[config.mk]
export PLATFORM = sky130hd
export DESIGN_NAME = send_engine
export DESIGN_NICKNAME = d
export VERILOG_FILES = /design/src/rtl/send_engine.sv
export SDC_FILE = /design/constraint.sdc
export NUM_CORES = 1
export LEC_CHECK = 0
export BUFFER_PORTS_ARGS = -buffer_cell sky130_fd_sc_hd__buf_4
export CAP_MARGIN = 20
export CELL_PAD_IN_SITES_DETAIL_PLACEMENT = 2
export CELL_PAD_IN_SITES_GLOBAL_PLACEMENT = 2
export CORE_AREA = 4 4 152 154
export DETAILED_ROUTE_END_ITERATION = 6
export DIE_AREA = 0 0 156 158
export GPL_TIMING_DRIVEN = 1
export PLACE_DENSITY_LB_ADDON = 0.1
export SLEW_MARGIN = 20
export SYNTH_ARGS = -nofsm -noshare
export SYNTH_HDL_FRONTEND = slang
export SYNTH_SLANG_ARGS = --single-unit
[constraint.sdc]
create_clock -name clk -period 5.93 [get_ports clk]
set_input_delay 1.186 -clock clk [delete_from_list [all_inputs] [get_ports clk]]
set_output_delay 1.186 -clock clk [all_outputs]
set_load 0.005 [all_outputs]
[src/rtl/send_engine.sv]
// send_engine: fetches a block of 32-bit words over a bus-master port and streams them out through a small FIFO.
// Build option SEND_ENGINE_CHKSUM_EN appends a 32-bit wrapping checksum trailer word to every transfer.
module send_engine #(
  parameter int unsigned MAX_WORDS  = 16,
  parameter int unsigned FIFO_DEPTH = 4
) (
  input  logic                       clk,
  input  logic                       rst,
  input  logic                       send_start_i,
  input  logic [31:0]                base_addr_i,
  input  logic [$clog2(MAX_WORDS):0] word_cnt_i,
  output logic                       mem_req_o,
  output logic [31:0]                mem_addr_o,
  input  logic                       mem_gnt_i,
  input  logic [31:0]                mem_rdata_i,
  output logic [31:0]                tx_data_o,
  output logic                       tx_valid_o,
  input  logic                       tx_ready_i,
  output logic                       busy_o,
  output logic                       ready_o,
  output logic [31:0]                id_o
);

  localparam int unsigned CNT_W  = $clog2(MAX_WORDS) + 1;
  localparam int unsigned PTR_W  = $clog2(FIFO_DEPTH);
  localparam int unsigned FCNT_W = PTR_W + 1;

  typedef enum logic [1:0] {IDLE, XFER, DONE} state_t;

  state_t             state_q, state_d;
  logic [31:0]        addr_q;
  logic [CNT_W-1:0]   remain_q;
  logic [31:0]        id_q;
  logic [31:0]        fifo_mem [FIFO_DEPTH];
  logic [PTR_W-1:0]   wr_ptr_q, rd_ptr_q;
  logic [FCNT_W-1:0]  fcnt_q;
  logic               fifo_full, fifo_empty;
  logic               push, pop, start_acc, xfer_end;

  assign fifo_full  = (fcnt_q == FCNT_W'(FIFO_DEPTH));
  assign fifo_empty = (fcnt_q == '0);
  assign start_acc  = (state_q == IDLE) && send_start_i;

  // Request only when there is guaranteed room; a same-cycle pop does not count.
  assign mem_req_o  = (state_q == XFER) && (remain_q != '0) && !fifo_full;
  assign mem_addr_o = addr_q;
  assign push       = mem_req_o && mem_gnt_i;
  assign pop        = !fifo_empty && tx_ready_i;

  assign busy_o  = (state_q == XFER);
  assign ready_o = (state_q == DONE);
  assign id_o    = id_q;

`ifdef SEND_ENGINE_CHKSUM_EN
  logic [31:0] sum_q;
  logic        trailer_valid;

  // Trailer is offered once every data word has been fetched and drained.
  assign trailer_valid = (state_q == XFER) && (remain_q == '0) && fifo_empty;
  assign tx_valid_o    = !fifo_empty || trailer_valid;
  assign tx_data_o     = !fifo_empty ? fifo_mem[rd_ptr_q] : (trailer_valid ? sum_q : 32'd0);
  assign xfer_end      = trailer_valid && tx_ready_i;

  always_ff @(posedge clk or negedge rst) begin
    if (!rst) begin
      sum_q <= 32'd0;
    end else if (start_acc) begin
      sum_q <= 32'd0;
    end else if (pop) begin
      sum_q <= sum_q + fifo_mem[rd_ptr_q];
    end
  end
`else
  assign tx_valid_o = !fifo_empty;
  assign tx_data_o  = fifo_empty ? 32'd0 : fifo_mem[rd_ptr_q];
  assign xfer_end   = (state_q == XFER) && (remain_q == '0) && fifo_empty && !push;
`endif

  always_ff @(posedge clk or negedge rst) begin
    if (!rst) begin
      state_q <= IDLE;
    end else begin
      state_q <= state_d;
    end
  end

  always_comb begin
    state_d = state_q;
    case (state_q)
      IDLE:    if (send_start_i) state_d = XFER;
      XFER:    if (xfer_end) state_d = DONE;
      DONE:    state_d = IDLE;
      default: state_d = IDLE;
    endcase
  end

  // Transfer bookkeeping: word-aligned address, clamped word budget, completion counter.
  always_ff @(posedge clk or negedge rst) begin
    if (!rst) begin
      addr_q   <= 32'd0;
      remain_q <= '0;
      id_q     <= 32'd0;
    end else begin
      if (start_acc) begin
        addr_q   <= {base_addr_i[31:2], 2'b00};
        remain_q <= (word_cnt_i > CNT_W'(MAX_WORDS)) ? CNT_W'(MAX_WORDS) : word_cnt_i;
      end else if (push) begin
        addr_q   <= addr_q + 32'd4;
        remain_q <= remain_q - CNT_W'(1);
      end
      if (state_q == DONE) begin
        id_q <= id_q + 32'd1;
      end
    end
  end

  always_ff @(posedge clk or negedge rst) begin
    if (!rst) begin
      wr_ptr_q <= '0;
      rd_ptr_q <= '0;
      fcnt_q   <= '0;
    end else begin
      if (push) wr_ptr_q <= wr_ptr_q + PTR_W'(1);
      if (pop)  rd_ptr_q <= rd_ptr_q + PTR_W'(1);
      case ({push, pop})
        2'b10:   fcnt_q <= fcnt_q + FCNT_W'(1);
        2'b01:   fcnt_q <= fcnt_q - FCNT_W'(1);
        default: fcnt_q <= fcnt_q;
      endcase
    end
  end

  always_ff @(posedge clk) begin
    if (push) fifo_mem[wr_ptr_q] <= mem_rdata_i;
  end

endmodule

Word level (Yosys, flattened, before mapping):

Memory sizes are Yosys's and may differ from the RTL's.
Cells that the tools add are included.
W data, S select, Z words.

* add/subtract/negate cells: 7
* order comparisons: 1
* equal/unequal tests: 7
* muxes and demuxes: 12
* reductions and logical operators: 18

Operator list (count)
* $mux W32: 3
* $add A32 B1 Y32 const B: 1
* $add A32 B3 Y32 const B: 1
* $mux W5: 3
* $logic_and A1 B1 Y1: 8
* $pmux W3 S2: 1
* $gt A5 B5 Y1 const B: 1
* $logic_not A5 Y1: 1
* $reduce_bool A5 Y1: 1
* $sub A5 B1 Y5 const B: 1
* $add A2 B1 Y2 const B: 2
* $eq A2 B1 Y1 const B: 2
* $eq A2 B2 Y1 const B: 2
* $mux W2: 2
* $pmux W2 S2: 1
* $reduce_bool A2 Y1: 2
* $add A3 B1 Y3 const B: 1
* $eq A3 B3 Y1 const B: 1
* $logic_not A1 Y1: 3
* $logic_not A3 Y1: 1
* $sub A3 B1 Y3 const B: 1
* $logic_not A2 Y1: 1
* $mux W1: 2
* $ne A2 B1 Y1 const B: 1
* other kinds (2): 2

* flip-flop bits (word level): 78
* memory bits (writable): 128
* input bits: 74
* output and inout bits: 100
* word-level logic and storage cells: 53
* memories: 1

Memory list
* fifo_mem: words 4, bits a word 32, rd ports 1, clocked after memory_dff 0, wr ports 1, RTL line 34 `logic [31:0] fifo_mem [FIFO_DEPTH];`

Longest topological paths before layout:

* depth in word-level cells: 8
* gate-level depth with buffers: 11
* mapped depth without buffers: 11

Least setup slack after synthesis:

Ideal clock, no wire load.

* kind: input to register
* start point: input mem_gnt_i
* end point: memory fifo_mem[0][0] (enable)
* setup time: 0.392 ns
* arrival: 2.553 ns
* required time: 5.538 ns
* slack: 2.985 ns
* cell stages on the path: 3
* buffers on the path: 1
* path through: and4_1 -> buf_1 -> and2_1

* longest elaborated chain between the ends: 3

Ends and longest elaborated chain
* start: declaration: RTL line 14 `input logic mem_gnt_i,`
* $logic_and A1 B1 Y1: RTL line 47 `assign push = mem_req_o && mem_gnt_i;`
* $mux W1: RTL line 134 `if (push) fifo_mem[wr_ptr_q] <= mem_rdata_i;`
* $mux W1 (not written as such): RTL line 134
* end: declaration: RTL line 34

No other way between the ends.

Worst setup path in the final report:

* start point: register rd_ptr_q[0]
* end point: output tx_data_o[17]

* longest elaborated chain between the ends: 2

Ends and longest elaborated chain
* start: declaration: RTL line 35 `logic [PTR_W-1:0] wr_ptr_q, rd_ptr_q;`
* start signal: assignment: RTL line 124 `if (pop) rd_ptr_q <= rd_ptr_q + PTR_W'(1);`
* $mem_v2 Z4 W32
* $mux W32: RTL line 75 `assign tx_data_o = fifo_empty ? 32'd0 : fifo_mem[rd_ptr_q];`
* end: declaration: RTL line 16 `output logic [31:0] tx_data_o,`

No other way between the ends.

==> flow_summary.json <==
{
  "finalSetupViolCount": 0,
  "rsz0062_at_grt": "false",
  "syn_area_per_cell_um2": 14.4,
  "grtUsageTotal": 0.189,
  "synth_edf_count": 128,
  "slew_viol_final": 0,
  "die_h_um": 158,
  "cp_max_fo": 27,
  "port_buffers": 169,
  "ys_warn_count": 0,
  "die_w_um": 156,
  "ys_async_sr_fraction": 0.373,
  "ios": 174,
  "arrival_ns": 2.53,
  "vias_per_cell": 5.17,
  "slew_headroom": 0.291,
  "r2r_setup_slack_ns": 2.70,
  "synthCells": 612,
  "ant_nets": 0,
  "antenna_found_initial": 0,
  "drt_pass1_iterations": 6,
  "met2_length_mm": 12.0,
  "start_util": 0.405,
  "hold_path.class": "register to register",
  "worst_slew_pin_slew_ns": 1.06,
  "required_ns": 4.74,
  "cp-start-kind": "register",
  "cts.sinks": 204,
  "met1_length_mm": 9.24,
  "diodes": 0,
  "ys_top_cells_by_area": "edfxtp_1 (44%), dfrtp_1 (22%), mux4_2 (8.2%), xnor2_1 (4.5%), and2_1 (2.8%)",
  "yosysMostFrequentCell": "edfxtp_1",
  "layout_setup_ws_ns": 2.22,
  "dp_hpwl_mm": 15.7,
  "fin_crit_ns": 3.71,
  "fp-row-count": 54,
  "cts_root_buf": "clkbuf_16",
  "top_layer": "met4",
  "post_cts_buffers": 0,
  "max_freq_mhz": 269,
  "cts_hold_buf": 0,
  "mappedNetlistArea_um2": 8790,
  "yosysSeqAreaShare": 0.653,
  "grt_max_degree": 77,
  "htreeDepth": 1,
  "power_density_nw_per_um2": 467,
  "synth_top_area_share": 0.437,
  "die-area_um2": 24600,
  "synth_commonest_cells": "edfxtp_1 (128), dfrtp_1 (76), nand2_1 (57)",
  "p_leak_nw": 4.36,
  "ys.flop_type": "edfxtp_1",
  "max_cap_viol_count": 0,
  "finish.instance_area_um2": 11100,
  "cts_tree": "done",
  "status": "finished, final reports clean",
  "fin_nets": 870,
  "place_area_um2": 10300,
  "ir_worst_vdd_mv": 0.279,
  "dpl_worst_slack_ns": 2.69,
  "routed_wl_mm": 23.1,
  "dr_wl_met3_mm": 1.46,
  "grt_pass1_vias": 6385,
  "core_area_um2": 21700,
  "drive_gt1_frac": 0.325,
  "clk_latency_ns": 0.51,
  "cts_inserted_buffers": 23,
  "yosysTopAreaCell": "edfxtp_1",
  "place_congestion": 0.773,
  "grt_pass1_wl_mm": 36.5,
  "drt_iter0_drc": 252,
  "finalClockSkew_ns": 0.0154,
  "syn_to_final_growth_pct": 26.2,
  "tns_ns": 0,
  "hold_viol": 0,
  "clock_path_buffers": 3,
  "ys_seq_elements": 204,
  "vias": 5598,
  "period_share": 0.626,
  "endpoint_kind": "output pin",
  "wl_per_cell_um": 21.4,
  "finalHoldWorstSlack_ns": 0.481,
  "synth_cell_types": 48,
  "gr-total-overflow": 0,
  "cts_resized": 0,
  "crit_type": "register to output pin",
  "route.detailed.drc": 0,
  "cts.clk_slew.worst_paths_ns": 0.06
}
[cell type report]
cell class | instances | area, µm²
Fill cell | 2056 | 10600
Sequential cell | 204 | 5750
Multi-Input combinational cell | 367 | 2890
Timing Repair Buffer | 174 | 1310
Clock buffer | 23 | 576
Tap cell | 280 | 350
Clock inverter | 18 | 171
Inverter | 16 | 60.1
[through the flow]
stage,std cells,power [W],util
6_report,1082,0.00518,0.512
5_1_grt,1082,0.00551,0.512
4_1_cts,1081,0.00529,0.511
3_5_place_dp,1040,0.00384,0.477
3_3_place_gp,1040,0.00374,0.477
2_1_floorplan,613,0.00299,-
[sequential cells by signal, indices dropped and copies added (netlist names)]
signal and flops:
fcnt_q 3, fifo_mem 128, id_o 32, mem_addr_o 30
rd_ptr_q 2, remain_q 5, state_q 2, wr_ptr_q 2
[worst paths after layout]
kind | start | endpoint | cells past startpoint
setup / recovery | rd_ptr_q[0] | tx_data_o[17] | 4
hold / removal | id_o[31] | id_o[31] | 1
setup reg to reg | remain_q[0] | fcnt_q[2] | 11
hold reg to reg | id_o[31] | id_o[31] | 1
max in group asynchronous | rst | rd_ptr_q[0] | 1
min in group asynchronous | rst | id_o[15] | 1
[report_power, final]
part	internal, W	switching, W
combinational	0.000877	0.000786
clock	0.000839	0.000570
sequential	0.00187	0.000241
[placed cells by master, fill, tap and decap left out, types with 3 or more instances in the layout]
| cell | synthesis | layout |
|---|---|---|
| buf_4 | 3 | 172 |
| edfxtp_1 | 128 | 128 |
| dfrtp_1 | 76 | 75 |
| nand2_1 | 57 | 57 |
| xnor2_1 | 45 | 45 |
| and2_1 | 40 | 36 |
| mux4_2 | 32 | 32 |
| o21ai_0 | 26 | 26 |
| clkbuf_16 | 0 | 23 |
| nand3_1 | 21 | 21 |
| xor2_1 | 21 | 21 |
| nor2_1 | 21 | 21 |
| inv_1 | 15 | 15 |
| nand4_1 | 12 | 12 |
| and3_1 | 11 | 11 |
| nor3_1 | 11 | 11 |
| and4_1 | 9 | 9 |
| ha_1 | 9 | 9 |
| clkinv_2 | 0 | 7 |
| nor4_1 | 7 | 6 |
| clkinv_1 | 1 | 5 |
| a21oi_1 | 5 | 5 |
| and2_2 | 0 | 4 |
| a31oi_1 | 4 | 4 |
| or3_1 | 3 | 3 |
| or4_1 | 3 | 3 |
| o21ai_1 | 3 | 3 |
| bufinv_16 | 0 | 3 |
| clkinvlp_4 | 0 | 3 |
[per-layer routing]
layer / track usage / vias to the layer above
met5: 0 / -
met2: 0.341 / 153
met3: 0.0418 / 39
li1: - / 2577
met1: 0.230 / 2829
met4: 0.0475 / 0
[cells by family after synthesis]
| family | share of synthesized area |
|---|---|
| simple gates | 0.136 |
| xor+xnor | 0.0657 |
| compound gates | 0.0248 |
| other cells | 0.000426 |
| fa+ha+maj | 0.0151 |
| flops | 0.653 |
| mux | 0.0844 |
| buf+inv | 0.0206 |
[worst max-delay path, stage by stage, from the launching register on]
cell	delay (ns)
dfrtp_2	0.55
buf_4	0.54
mux4_2	0.59
and2_1	0.19
buf_4	0.13
Power figures use the tool's default switching activity.
